### config.mk
export PLATFORM = sky130hd
export DESIGN_NAME = posit16_encoder_flat
export DESIGN_NICKNAME = d
export VERILOG_FILES = /design/src/rtl/posit16_encoder_if.sv /design/src/rtl/posit16_encoder.sv /design/src/flat_wrapper.sv
export SDC_FILE = /design/constraint.sdc
export NUM_CORES = 1
export LEC_CHECK = 0
export CAP_MARGIN = 5
export CORE_AREA = 10 10 116 118
export CTS_BUF_LIST = sky130_fd_sc_hd__clkbuf_2
export DETAILED_ROUTE_END_ITERATION = 8
export DIE_AREA = 0 0 126 128
export RECOVER_POWER = 100
export SETUP_SLACK_MARGIN = 0.2
export SYNTH_ARGS = -nofsm -noshare
export SYNTH_HDL_FRONTEND = slang
export SYNTH_SLANG_ARGS = --single-unit
### constraint.sdc
create_clock -name clk -period 3.41 [get_ports clk]
set_clock_uncertainty 0.05 [all_clocks]
set_input_delay 0.341 -clock clk [delete_from_list [all_inputs] [get_ports clk]]
set_output_delay 0.341 -clock clk [all_outputs]
set_load 0.1 [all_outputs]
### src/rtl/posit16_encoder_if.sv
// Handshake and field bundle for the 16-bit posit encoder (n=16, es=1).
// The master side presents decoded field sets and accepts posit words;
// the slave side is the encoder itself.
interface posit16_encoder_if;
  logic        in_valid;
  logic        in_ready;
  logic        sign;
  logic [4:0]  regi;
  logic        expo;
  logic [11:0] frac;
  logic        allzero;
  logic        allone;
  logic        out_valid;
  logic        out_ready;
  logic [15:0] out;

  modport master (
    output in_valid, sign, regi, expo, frac, allzero, allone, out_ready,
    input  in_ready, out_valid, out
  );

  modport slave (
    input  in_valid, sign, regi, expo, frac, allzero, allone, out_ready,
    output in_ready, out_valid, out
  );
endinterface

### src/rtl/posit16_encoder.sv
// Two-stage pipelined posit16 (es=1) encoder.
// Stage 1 clamps the regime, builds the regime/exponent/fraction bit string,
// extracts the 15-bit magnitude with guard and sticky bits, rounds and
// saturates. Stage 2 applies the NaR/zero specials and the sign
// (two's complement) to form the final word.
// Optional feature macro: POSIT_ENC_RNE_EN. When defined, the magnitude is
// rounded to nearest even; when undefined, it is truncated. Saturation to
// minpos/maxpos, latency and handshake are the same in both builds.
module posit16_encoder (
  input  logic               clk,
  input  logic               rst_n,
  posit16_encoder_if.slave   bus
);

`ifdef POSIT_ENC_RNE_EN
  localparam logic RNE_EN = 1'b1;
`else
  localparam logic RNE_EN = 1'b0;
`endif

  // Stage 1 holding register.
  logic        s1_valid;
  logic        s1_sign;
  logic        s1_zero;
  logic        s1_nar;
  logic [14:0] s1_mag;

  // Stage 2 holding register, which drives the output port directly.
  logic        s2_valid;
  logic [15:0] s2_word;

  // Handshake terms.
  logic s2_free;
  logic s1_advance;
  logic in_ready_int;
  logic in_fire;

  // Stage 1 datapath terms.
  logic [4:0]  k;
  logic        k_neg;
  logic [4:0]  run;
  logic [31:0] ext;
  logic [31:0] vec;
  logic [14:0] mag_t;
  logic        guard;
  logic        sticky;
  logic        round_up;
  logic [15:0] mag_sum;
  logic [14:0] mag_sat;

  // Stage 2 datapath term.
  logic [15:0] word_next;

  // Handshake: a stage may load when it is empty or its word leaves this cycle;
  // in_ready depends on out_ready and stage state only, never on in_valid.
  always_comb begin
    s2_free      = !s2_valid || bus.out_ready;
    s1_advance   = s1_valid && s2_free;
    in_ready_int = !s1_valid || s1_advance;
    in_fire      = bus.in_valid && in_ready_int;
  end

  // Regime clamp and run length: k>=0 is (k+1) ones then a 0, k<0 is (-k) zeros then a 1.
  always_comb begin
    k = bus.regi;
    if (bus.regi == 5'b01111) begin
      k = 5'b01110;
    end else if (bus.regi == 5'b10000) begin
      k = 5'b10001;
    end
    k_neg = k[4];
    if (k_neg) begin
      run = 5'd0 - k;
    end else begin
      run = k + 5'd1;
    end
  end

  // Bit string build: the terminator bit, exponent and fraction are shifted
  // right by the run length, filling with the run polarity from the top.
  always_comb begin
    ext = {k_neg, bus.expo, bus.frac, 18'd0};
    if (k_neg) begin
      vec = ext >> run;
    end else begin
      vec = ~((~ext) >> run);
    end
    mag_t  = vec[31:17];
    guard  = vec[16];
    sticky = |vec[15:0];
  end

  // Rounding (nearest-even or truncation) followed by maxpos/minpos saturation.
  always_comb begin
    round_up = RNE_EN & guard & (mag_t[0] | sticky);
    mag_sum  = {1'b0, mag_t} + {15'd0, round_up};
    if (mag_sum[15]) begin
      mag_sat = 15'h7FFF;
    end else if (mag_sum[14:0] == 15'd0) begin
      mag_sat = 15'h0001;
    end else begin
      mag_sat = mag_sum[14:0];
    end
  end

  // Stage 1 register: captures a new field set on every input transfer.
  always_ff @(posedge clk or negedge rst_n) begin
    if (!rst_n) begin
      s1_valid <= 1'b0;
      s1_sign  <= 1'b0;
      s1_zero  <= 1'b0;
      s1_nar   <= 1'b0;
      s1_mag   <= 15'd0;
    end else begin
      if (in_fire) begin
        s1_valid <= 1'b1;
        s1_sign  <= bus.sign;
        s1_zero  <= bus.allzero;
        s1_nar   <= bus.allone;
        s1_mag   <= mag_sat;
      end else if (s1_advance) begin
        s1_valid <= 1'b0;
      end
    end
  end

  // Final word: NaR beats zero, then the sign selects two's complement.
  always_comb begin
    word_next = {1'b0, s1_mag};
    if (s1_nar) begin
      word_next = 16'h8000;
    end else if (s1_zero) begin
      word_next = 16'h0000;
    end else if (s1_sign) begin
      word_next = (~{1'b0, s1_mag}) + 16'd1;
    end
  end

  // Stage 2 register: loads from stage 1 or empties when the word is taken.
  always_ff @(posedge clk or negedge rst_n) begin
    if (!rst_n) begin
      s2_valid <= 1'b0;
      s2_word  <= 16'h0000;
    end else begin
      if (s1_advance) begin
        s2_valid <= 1'b1;
        s2_word  <= word_next;
      end else if (bus.out_ready) begin
        s2_valid <= 1'b0;
      end
    end
  end

  assign bus.in_ready  = in_ready_int;
  assign bus.out_valid = s2_valid;
  assign bus.out       = s2_word;

endmodule

### src/flat_wrapper.sv
// flat-port wrapper written by rule: the top's interface ports become plain ports
module posit16_encoder_flat 
  (clk, rst_n, bus_in_valid, bus_sign, bus_regi, bus_expo, bus_frac, bus_allzero, bus_allone, bus_out_ready, bus_in_ready, bus_out_valid, bus_out);
  posit16_encoder_if bus_i ();
  input  logic clk;
  input  logic rst_n;
  input wire logic [$bits(bus_i.in_valid)-1:0] bus_in_valid;
  input wire logic [$bits(bus_i.sign)-1:0] bus_sign;
  input wire logic [$bits(bus_i.regi)-1:0] bus_regi;
  input wire logic [$bits(bus_i.expo)-1:0] bus_expo;
  input wire logic [$bits(bus_i.frac)-1:0] bus_frac;
  input wire logic [$bits(bus_i.allzero)-1:0] bus_allzero;
  input wire logic [$bits(bus_i.allone)-1:0] bus_allone;
  input wire logic [$bits(bus_i.out_ready)-1:0] bus_out_ready;
  output wire logic [$bits(bus_i.in_ready)-1:0] bus_in_ready;
  output wire logic [$bits(bus_i.out_valid)-1:0] bus_out_valid;
  output wire logic [$bits(bus_i.out)-1:0] bus_out;
  assign bus_i.in_valid = bus_in_valid;
  assign bus_i.sign = bus_sign;
  assign bus_i.regi = bus_regi;
  assign bus_i.expo = bus_expo;
  assign bus_i.frac = bus_frac;
  assign bus_i.allzero = bus_allzero;
  assign bus_i.allone = bus_allone;
  assign bus_i.out_ready = bus_out_ready;
  assign bus_in_ready = bus_i.in_ready;
  assign bus_out_valid = bus_i.out_valid;
  assign bus_out = bus_i.out;
  posit16_encoder u_core (.clk(clk), .rst_n(rst_n), .bus(bus_i));
endmodule
== Yosys cells after proc, flatten, opt, wreduce, memory -nomap -nowiden ==
Cells that the tools add are included.

* Register bits: 36
* Bits in latches: 0
* Memory bits (writable): 0
* Bits in read-only memories: 0
* Input port bits: 25
* Logic and storage cells: 38
* Memories kept: 0

* Add/sub/neg operators: 3
* Multipliers: 0
* Div/mod/pow operators: 0
* Magnitude comparators: 0
* Eq/ne operators: 2
* Shift operators: 2
* Mux-type cells: 12
* Bitwise gates (word level): 3
* Reduce and logical (&&, ||, !) cells: 9

{| class="wikitable"
|+ Operators with widths
! operator !! count
|-
| NOT 32 bit || 2
|-
| right shift 32 x 5 -> 32 bit || 2
|-
| two-way mux 16 bit || 3
|-
| two-way mux 32 bit || 1
|-
| adder 16 x 1 -> 16 bit (second input constant) || 1
|-
| NOT 15 -> 16 bit || 1
|-
| zero test 15 bit || 1
|-
| two-way mux 15 bit || 1
|-
| two-way mux 5 bit || 3
|-
| adder 5 x 1 -> 5 bit (second input constant) || 1
|-
| == test 5 x 4 -> 1 bit (second input constant) || 1
|-
| == test 5 bit (second input constant) || 1
|-
| subtractor 1 x 5 -> 5 bit (first input constant) || 1
|-
| two-way mux 1 bit || 4
|-
| nonzero test 2 bit || 2
|-
| logical AND 1 bit || 2
|-
| zero test 1 bit || 2
|-
| logical OR 1 bit || 2
|}

== Logic depth before layout (Yosys ltp) ==
Gate-level depths: netlist (run 1).

* Depth in word-level cells: 10
* Gate-level depth with buffers: 15

== Least setup slack after synthesis (run 1) ==
No wires, ideal clock.

* Path kind: input -> register
* From: input port bus_regi[4]
* To: register u_core.s1_mag[0]
* Arrival: 3526 ps
* Required time: 3273 ps
* Slack: -252 ps
* Stages on the path: 12
* Path through: clkbuf_1 clkbuf_1 buf_1 a21oi_1 o21a_1 ha_1 clkbuf_1 mux4_2 or4_1 a32oi_1 o2111ai_1 o211ai_1

* Longest elaborated chain between the ends: 10

{| class="wikitable"
|+ RTL lines
! what !! RTL line !! RTL
|-
| from (decl) || flat_wrapper.sv:9 || <nowiki>input wire logic [$bits(bus_i.regi)-1:0] bus_regi;</nowiki>
|-
| == test 5 bit || posit16_encoder.sv:68 || <nowiki>end else if (bus.regi == 5'b10000) begin</nowiki>
|-
| two-way mux 5 bit || posit16_encoder.sv:68 ||
|-
| two-way mux 5 bit * || posit16_encoder.sv:66 || <nowiki>if (bus.regi == 5'b01111) begin</nowiki>
|-
| adder 5 x 1 -> 5 bit or subtractor 1 x 5 -> 5 bit (tied branches) || posit16_encoder.sv:75, posit16_encoder.sv:73 ||
|-
| two-way mux 5 bit || posit16_encoder.sv:72 || <nowiki>if (k_neg) begin</nowiki>
|-
| right shift 32 x 5 -> 32 bit || posit16_encoder.sv:86 || <nowiki>vec = ~((~ext) >> run);</nowiki>
|-
| NOT 32 bit || posit16_encoder.sv:86 ||
|-
| two-way mux 32 bit * || posit16_encoder.sv:83 || <nowiki>if (k_neg) begin</nowiki>
|-
| zero test 15 bit || posit16_encoder.sv:99 || <nowiki>end else if (mag_sum[14:0] == 15'd0) begin</nowiki>
|-
| two-way mux 15 bit * || posit16_encoder.sv:99 ||
|-
| to (signal assigned) || posit16_encoder.sv:120 || <nowiki>s1_mag <= mag_sat;</nowiki>
|-
| to (decl) || posit16_encoder.sv:26 || <nowiki>logic [14:0] s1_mag;</nowiki>
|}

Every way passes the cells marked *; elsewhere a longest branch is shown, timed or not.
A chain may end at the register's enable or synchronous reset.

== Worst setup path after layout (run 1) ==
* From: input port bus_regi[2]
* To: register u_core.s1_mag[0]

Same word-level chain as after synthesis.

==> results.toml, run 1 <==
[outcome]
status = "complete, but fails checks"
violations = "capacitance limit, slew limit"

[placed_design]
pre_cts_ws_ns = 0.0105
io_buffers = 42
globalplace.congestion = 0.874
dp_hpwl_mm = 5.93
placed_cells = 520

[timing]
fmax_mhz = 328
rsz0062_at_grt = "no"
timing.slew.headroom_pct = -21.6
worst_pin_slew_ns = 1.82
drv_slew = 37
hold_violations = 0
setup_viol = 0
fin_setup_tns_ns = 0
worst_slack_ns = 0.358
period_needed_ns = 3.05
min_period_over_period_pct = 89.5

[detailed_routing]
drt_first_pass_iters = 4
drc = 0
postRouteAntennaNets = 0
drt_wl_total_mm = 7.28
num_vias = 2552
detail_route.wl_per_cell_um = 13.8
vias_per_cell = 4.82
drtIter0Drc = 210

[cts]
cts_buffers = 5
cts_root_buf = "clkbuf_2"
cts_hold_buf = 0
post_cts_buffers = 0
insertion_delay_ns = 0.35
clockBufferDepth = 2
cts_tree = "built"
cts.sinks = 36
cts_resized = 0
htree_levels = 2
path_clk_slew_ns = 0.16

[power]
power_density_nw_per_um2 = 472
seqPwrFrac_pct = 35.6
swShare_pct = 48.3
peakVddDrop_mv = 0.327
combPwrFrac_pct = 53.3
p_sw_uw = 786
pwr-share-clk_pct = 11.1
p_int_uw = 840
leakage_uw = 0.00145

[yosys]
synth_fp_nets = 359
yosys.area_share.simple_pct = 20.0
synth_ff_type = "dfrtp_1"
synthMuxAreaShare_pct = 11.5
synth_seq_cells = 36
ys_seq_area_share_pct = 33.0
synth-edff-count = 0
synth-xor-area-share_pct = 4.82
netlist_instances = 329
yosys_warnings = 0
synth_cell_type_count = 52
async_flop_share_pct = 100
synth_top_family_by_area = "compound AO/OA/AOI/OAI gates"
syn_area_um2 = 2730
synth_compound_area_share_pct = 24.2
synthAdderAreaFrac_pct = 2.29
avgSynthCellArea_um2 = 8.29

[floorplan]
initial_utilization_pct = 24.3
die_area_um2 = 16100
placementRows = 39
io_pins = 43
die_height_um = 128
die_x_um = 126
fp.coreArea_um2 = 11200

[global_routing]
grt.total_usage_pct = 8.92
global_route.overflow_total = 0
grt_pass1_wl_mm = 12.4
antenna_found_initial = 1
grt_max_degree = 37
grt_pass1_vias = 2540

[critical_path]
required_ns = 3.64
critical_path_peak_fanout = 6
slowest_stage = "mux4_2"
cp_slowest_stage_delay_ns = 0.55
cp-end-kind = "flip-flop"
start_kind = "input pin"
r2r_start = "u_core.s1_mag[2]"
cp.arrival_ns = 3.29
worst_r2r_path_depth = 7
worstSetupPathType = "in -> reg"
reg2reg_setup_slack_ns = 0.64
timing.rr.end = "u_core.bus.out[15]"
crit_chain = "clkdlybuf4s50_1 > nor2_1 > a21oi_1 > o21a_1 > ha_1 > mux4_2 > or4_1 > a32oi_1 > o2111ai_1 > o211ai_1"

[hold_path]
min_path_cells = 2
min_from = "u_core.bus.out[15]"
hp-class = "reg -> reg"
holdPathEnd = "u_core.bus.out[15]"

[flow_run]
cap_violations = 1

[layout]
drive_gt1_share_pct = 11.4
instances_no_fill = 529
areaGrowthSynthToFinish_pct = 26.3
nNetsFinal = 414
-- cells in the mapped netlist, types with 4 or more instances --
master     n  area (um2)
a211oi_1   5        37.5
a21oi_1   22         110
clkbuf_1  17        63.8
dfrtp_1   36         901
ha_1       5        62.6
inv_1     10        37.5
mux2_2     9         101
mux2i_1   10         100
mux4_2     5         113
nand2_1   46         173
nand2b_1   8        50.1
nand3_1    4        20.0
nand3b_1   5        37.5
nor2_1    22        82.6
nor2b_1    4        25.0
o211ai_1   5        37.5
o21ai_0   46         230
or3_1      5        31.3
xnor2_1    4        35.0
xor2_1    11        96.3
-- kinds of logic after synthesis --
kind of cell             after synthesis
AO/OA/AOI/OAI                        108
XOR/XNOR                              15
adder cells (fa/ha/maj)                5
buffers and inverters                 30
flip-flops                            36
multiplexers                          24
AND/OR/NAND/NOR                      111
-- power groups by stage --
stage               Sequential, uW  Combinational (uW)  Clock [uW]
global placement               589                 887           0
detailed placement             594                 893           0
CTS                            584                 895         189
global route                   594                 942         213
finish                         578                 866         181
floorplan                      858                 367           0
-- per-stage QoR --
stage / hold WS [ns] / util (%) / power [uW] / cell area, um2
after floorplan: -0.00459 / - / 1220 / 2740
after global placement: 0.416 / 30.7 / 1480 / 3450
after detailed placement: 0.422 / 30.7 / 1490 / 3450
after CTS: 0.333 / 31.1 / 1670 / 3490
after global routing: 0.459 / 30.7 / 1750 / 3450
final: 0.441 / 30.7 / 1630 / 3450
-- layout by cell type, fill, tap and decap left out, types with 6 or more instances in the layout --
master	netlist	layout
clkbuf_2	0	7
mux2i_1	10	10
o21ai_0	46	47
nand2b_1	8	8
a21oi_1	22	22
clkbuf_1	17	6
nand2_1	46	46
clkdlybuf4s50_1	0	23
dfrtp_1	36	36
xor2_1	11	11
mux2_2	9	9
dlygate4sd3_1	0	18
inv_1	10	10
nor2_1	22	22
or3_1	5	6
buf_4	0	21
-- state kept, by name (all words and copies together), names as in the netlist --
name and flops:
u_core.s1_sign 1, u_core.bus.out_valid 1, u_core.s1_zero 1, u_core.s1_mag 15
u_core.s1_nar 1, u_core.s1_valid 1, u_core.bus.out 16
-- critical path: cells and delay by family --
| family | cells | cell delay (ns) |
|---|---|---|
| muxes | 1 | 0.55 |
| buffers and inverters | 1 | 0.46 |
| and+or+nand+nor | 2 | 0.63 |
| adders and majority gates | 1 | 0.44 |
| AOI/OAI and AO/OA | 5 | 0.85 |
-- metal layers --
| layer | vias up | wire, um | global-route usage (%) |
|---|---|---|---|
| met3 | 8 | 306 | 1.99 |
| met1 | 1189 | 3460 | 11.4 |
| li1 | 1306 | - | - |
| met4 | 0 | 130 | 3.01 |
| met2 | 49 | 3390 | 14.5 |
| met5 | - | 0 | 0 |
-- layout make-up --
cell class,instances,area [um2]
Inverter,10,37.5
Timing Repair Buffer,68,591
Clock buffer,7,35.0
Fill cell,1226,7780
Sequential cell,36,901
Clock inverter,1,3.75
Multi-Input combinational cell,263,1700
Tap cell,143,179
Antenna cell,1,2.50
-- how the worst max path moves through the flow --
stage / startpoint / endpoint
6_report: bus_regi[2] / u_core.s1_mag[0]
5_1_grt: bus_regi[2] / u_core.s1_mag[0]
4_1_cts: bus_regi[2] / u_core.s1_mag[0]
3_5_place_dp: bus_regi[2] / u_core.s1_mag[0]
3_3_place_gp: bus_regi[2] / u_core.s1_mag[0]
2_1_floorplan: bus_regi[4] / u_core.s1_mag[0]
No activity file was read; power rests on OpenSTA's default activity.
==> run 2: changes to the inputs <==
==> constraint.sdc (replaced) <==
create_clock -name clk -period 3.41 [get_ports clk]
set_clock_uncertainty 0.05 [all_clocks]
set_input_delay 0.341 -clock clk [delete_from_list [all_inputs] [get_ports clk]]
set_output_delay 0.341 -clock clk [all_outputs]
set_load 0.005 [all_outputs]
==> run 2 against run 1 <==
  * Register-to-register slack got worse by 0.02 ns
  * Worst hold slack improved by 0.00094 ns
  * Utilization fell by 0.27 points
  * Sequential share of layout area rose by 0.23 points
  * The run still ends with capacitance limit, slew limit left
  * Routed wire length fell by 3.7%
  * Final area fell by 0.87%
  * Die area did not move
  * Largest power group is now registers
==> results.toml, run 2 (synthesis gave the netlist of run 1 again) <==
[outcome]
status = "complete, but fails checks"
violations = "capacitance limit, slew limit"

[cts]
cts_root_buf = "clkbuf_2"
cts_tree = "built"
insertion_delay_ns = 0.37
cts_buffers = 5
htree_levels = 2
cts_resized = 0
clockBufferDepth = 2
post_cts_buffers = 0
path_clk_slew_ns = 0.17
cts.sinks = 36
cts_hold_buf = 0

[layout]
nNetsFinal = 408
layout_common_cells = "47 x o21ai_0, 46 x nand2_1, 36 x dfrtp_1"
areaGrowthSynthToFinish_pct = 25.2
largest_reg_flops = 16
drive_gt1_share_pct = 10.6
layout_commonest_cell = "o21ai_0"

[floorplan]
io_pins = 43
die_x_um = 126
die_area_um2 = 16100
initial_utilization_pct = 24.3
fp.coreArea_um2 = 11200
die_height_um = 128
placementRows = 39

[timing]
worst_slack_ns = 0.304
rsz0062_at_grt = "no"
setup_viol = 0
timing.slew.headroom_pct = -23.8
fmax_mhz = 322
min_period_over_period_pct = 91.1
hold_violations = 0
worst_pin_slew_ns = 1.86
period_needed_ns = 3.11
fin_setup_tns_ns = 0
drv_slew = 37

[flow_run]
cap_violations = 1

[critical_path]
path_delay_family = "compound AO/OA/AOI/OAI gates"
worstSetupPathType = "in -> reg"
start_kind = "input pin"
required_ns = 3.66
cp.arrival_ns = 3.36
slowest_stage = "mux4_2"
cp-end-kind = "flip-flop"
reg2reg_setup_slack_ns = 0.62
crit_chain = "clkdlybuf4s50_1 > nor2_1 > a21oi_1 > o21a_1 > ha_1 > clkbuf_1 > mux4_2 > a211oi_1 > and4b_1 > nand4_1 > o211ai_1"
path_buf_inv = 2
critical_path_peak_fanout = 6
cp_slowest_stage_delay_ns = 0.60

[detailed_routing]
vias_per_cell = 4.79
drt_first_pass_iters = 4
postRouteAntennaNets = 0
detail_route.wl_per_cell_um = 13.4
num_vias = 2503
drtIter0Drc = 177
drt_wl_total_mm = 7.02
drc = 0

[power]
power_density_nw_per_um2 = 387
leakage_uw = 0.00143
peakVddDrop_mv = 0.187

[placed_design]
globalplace.congestion = 0.861
io_buffers = 42
pre_cts_ws_ns = 0.0495
dp_hpwl_mm = 5.68

[global_routing]
grt.total_usage_pct = 8.47
grt_pass1_wl_mm = 11.7
grt_max_degree = 37
grt_pass1_vias = 2452
antenna_found_initial = 1
global_route.overflow_total = 0

[hold_path]
hp-class = "reg -> reg"
## run 2: cell count changes in the layout (fill, tap and decap cells not counted), sizes merged
cell,previous run,this run
buf,21,16
clkinv,1,3
clkbuf,13,9
dlygate4sd3,18,19
## run 2: layout make-up
type | count | area (um2)
inverters | 10 | 37.5
multi-input cells | 263 | 1700
repair buffers | 62 | 556
fillers | 1233 | 7810
diodes | 1 | 2.50
clock buffers | 5 | 25.0
well taps | 143 | 179
flip-flops and latches | 36 | 901
clock inverters | 3 | 13.8
## run 2: path summary, 6_finish.rpt
| check | start | end | cells past startpoint |
|---|---|---|---|
| worst min-delay path | u_core.bus.out[10] | u_core.bus.out[10] | 2 |
| worst max register to register | u_core.s1_mag[2] | u_core.bus.out[15] | 7 |
| min in group asynchronous | rst_n | u_core.s1_mag[7] | 2 |
| worst max-delay path | bus_regi[2] | u_core.s1_mag[0] | 11 |
| worst min register to register | u_core.bus.out[10] | u_core.bus.out[10] | 2 |
| max in group asynchronous | rst_n | u_core.s1_zero | 2 |
## run 2: worst min-delay path: stages, from the launching register on
cell and delay [ns]:
dfrtp_1 0.37, nand2_1 0.04, o21ai_0 0.06
## run 2: through the flow
stage          std cells  utilization (%)  hold WS, ns  total power [uW]  area [um2]
5_1_grt              523             30.4        0.466              1440        3420
3_5_place_dp         514             30.3        0.422              1180        3410
4_1_cts              522             30.7        0.307              1370        3440
3_3_place_gp         514             30.3        0.417              1170        3410
6_report             523             30.4        0.442              1320        3420
2_1_floorplan        329                -     -0.00459               936        2740
## run 2: per-layer routing
metal	GRT usage (%)	wire length, um
met1	10.7	3310
met2	14.0	3290
met3	1.86	328
met4	2.81	86
met5	0	0
## run 2: report_power, final
part | internal (uW) | total (uW) | switching, uW
sequential | 506 | 578 | 72.3
combinational | 275 | 562 | 287
clock | 45.9 | 180 | 134
==> run 3: changes to the inputs <==
==> constraint.sdc (replaced) <==
create_clock -name clk -period 2.7 [get_ports clk]
set_clock_uncertainty 0.05 [all_clocks]
set_input_delay 0.27 -clock clk [delete_from_list [all_inputs] [get_ports clk]]
set_output_delay 0.27 -clock clk [all_outputs]
set_load 0.005 [all_outputs]
==> run 3 against run 2 <==
  * The run still ends with capacitance limit, slew limit left
  * Die area is the same
  * Clock power grew 35%
  * Worst hold slack lost 0.020 ns
  * Combinational power grew 59%
  * Sequential cell count is the same
  * Sequential share of layout area shrank 3.7 points
  * Non-clock buffer count grew 57
  * First-iteration DRC count grew 41%
  * Utilization grew 4.9 points
  * Critical path type is now reg -> reg
  * Critical endpoint is now u_core.bus.out[15]
  * Largest cell class unchanged
  * Largest power group is now combinational logic
==> results.toml, run 3 (synthesis gave the netlist of run 1 again) <==
[global_routing]
global_route.overflow_total = 0
grt_max_degree = 37
grt_pass1_wl_mm = 13.6
antenna_found_initial = 0
grt_pass1_vias = 2860
grt.total_usage_pct = 9.69

[cts]
cts_hold_buf = 0
cts_buffers = 5
clockBufferDepth = 2
insertion_delay_ns = 0.38
cts_root_buf = "clkbuf_2"
cts_tree = "built"
path_clk_slew_ns = 0.17
cts.sinks = 36
htree_levels = 2

[critical_path]
start_kind = "flip-flop"
required_ns = 2.93
cp.arrival_ns = 2.87
worst_r2r_path_depth = 7
cp-end-kind = "flip-flop"
worstSetupPathType = "reg -> reg"
critical_path_peak_fanout = 3

[power]
leakage_uw = 0.00175
combPwrFrac_pct = 47.9
seqPwrFrac_pct = 39.1
p_int_uw = 1190
swShare_pct = 36.6
power_density_nw_per_um2 = 471
pwr-share-clk_pct = 13.0
total_power_uw = 1870
peakVddDrop_mv = 0.178
p_sw_uw = 683

[detailed_routing]
drtIter0Drc = 249
drc = 0
vias_per_cell = 4.91
postRouteAntennaNets = 0
detail_route.wl_per_cell_um = 13.7
drt_first_pass_iters = 4
drt_wl_total_mm = 7.94
num_vias = 2840

[placed_design]
dp_hpwl_mm = 6.46
place_area_um2 = 3830
placed_cells = 568
io_buffers = 42
globalplace.congestion = 0.861

[timing]
timing.slew.headroom_pct = -25.9
period_needed_ns = 2.64
min_period_over_period_pct = 97.8
setup_viol = 0
rsz0062_at_grt = "yes"
worst_pin_slew_ns = 1.89
fmax_mhz = 379
hold_violations = 0
drv_slew = 37

[layout]
layout_commonest_cell = "buf_4"
drive_gt1_share_pct = 27.8
layout_common_cells = "75 x buf_4, 46 x nand2_1, 42 x o21ai_0"
fill_cells = 1178
instances_no_fill = 579
final_area_um2 = 3970
nNetsFinal = 465
n_antenna_cell = 0
areaGrowthSynthToFinish_pct = 45.4
largest_reg_flops = 16

[floorplan]
placementRows = 39
io_pins = 43
initial_utilization_pct = 24.3
die_height_um = 128
die_area_um2 = 16100
die_x_um = 126
fp.coreArea_um2 = 11200

[outcome]
violations = "capacitance limit, slew limit"
status = "complete, but fails checks"

[hold_path]
hp-class = "in -> reg"
min_path_cells = 2

[flow_run]
cap_violations = 1
## run 3: changes by cell type in the layout (fill, tap and decap cells not counted), sizes merged
cell / previous run / this run
clkinv: 3 / 1
clkbuf: 9 / 11
dlygate4sd2: 0 / 2
dlygate4sd3: 19 / 18
clkdlybuf4s50: 23 / 20
diode: 1 / 0
buf: 16 / 75
## run 3: power by group through the flow
| stage | registers, uW | logic [uW] | clock network (uW) |
|---|---|---|---|
| 3_3_place_gp | 736 | 869 | 0 |
| 4_1_cts | 732 | 906 | 255 |
| 3_5_place_dp | 744 | 883 | 0 |
| 6_report | 730 | 895 | 243 |
| 2_1_floorplan | 727 | 475 | 0 |
| 5_1_grt | 747 | 996 | 274 |
## run 3: cell type report
type	instances	area [um2]	share of cell area, %
Sequential cell	36	901	22.7
Clock inverter	1	3.75	0.0946
Tap cell	143	179	4.51
Inverter	10	37.5	0.946
Clock buffer	7	35.0	0.883
Multi-Input combinational cell	263	1830	46.2
Timing Repair Buffer	119	978	24.7
## run 3: what timing repair did
action,in CTS,in global routing
setup buffers,1,2
setup endpoints to repair,18,13
resized for setup,20,15
pin swaps,4,2
## run 3: path summary, 6_finish.rpt
kind,startpoint,end,slack (ns)
worst max-delay path,u_core.s1_mag[4],u_core.bus.out[15],0.06
worst min-delay path,bus_in_valid,u_core.s1_valid,0.42
worst max register to register,u_core.s1_mag[4],u_core.bus.out[15],0.06
worst min register to register,u_core.bus.out[5],u_core.bus.out[5],0.45
max in group asynchronous,rst_n,u_core.s1_mag[10],0.65
min in group asynchronous,rst_n,u_core.bus.out[9],0.87
## run 3: critical path, stage by stage (launching register included)
cell and delay (ns):
dfrtp_1 0.41, or3_4 0.38, or3_4 0.33, or3_4 0.33, or4_4 0.44, or3_4 0.35, a31oi_1 0.17, o21ai_1 0.07
## run 3: routing by layer
| layer | wire length [um] | GRT usage, % | vias to the layer above |
|---|---|---|---|
| li1 | - | - | 1404 |
| met1 | 3680 | 12.1 | 1351 |
| met2 | 3730 | 16.5 | 77 |
| met3 | 426 | 1.78 | 8 |
| met4 | 105 | 3.01 | 0 |
| met5 | 0 | 0 | - |
## run 3: metrics by stage
stage,hold WS [ns],TNS [ns],util [%],setup WS (ns)
2_1_floorplan,-0.0756,-0.228,-,-0.203
3_3_place_gp,0.416,-5.97,34.2,-0.629
3_5_place_dp,0.421,-7.05,34.2,-0.696
4_1_cts,0.235,0,35.1,0.0373
5_1_grt,0.386,0,35.3,0.000441
6_report,0.422,0,35.3,0.0598
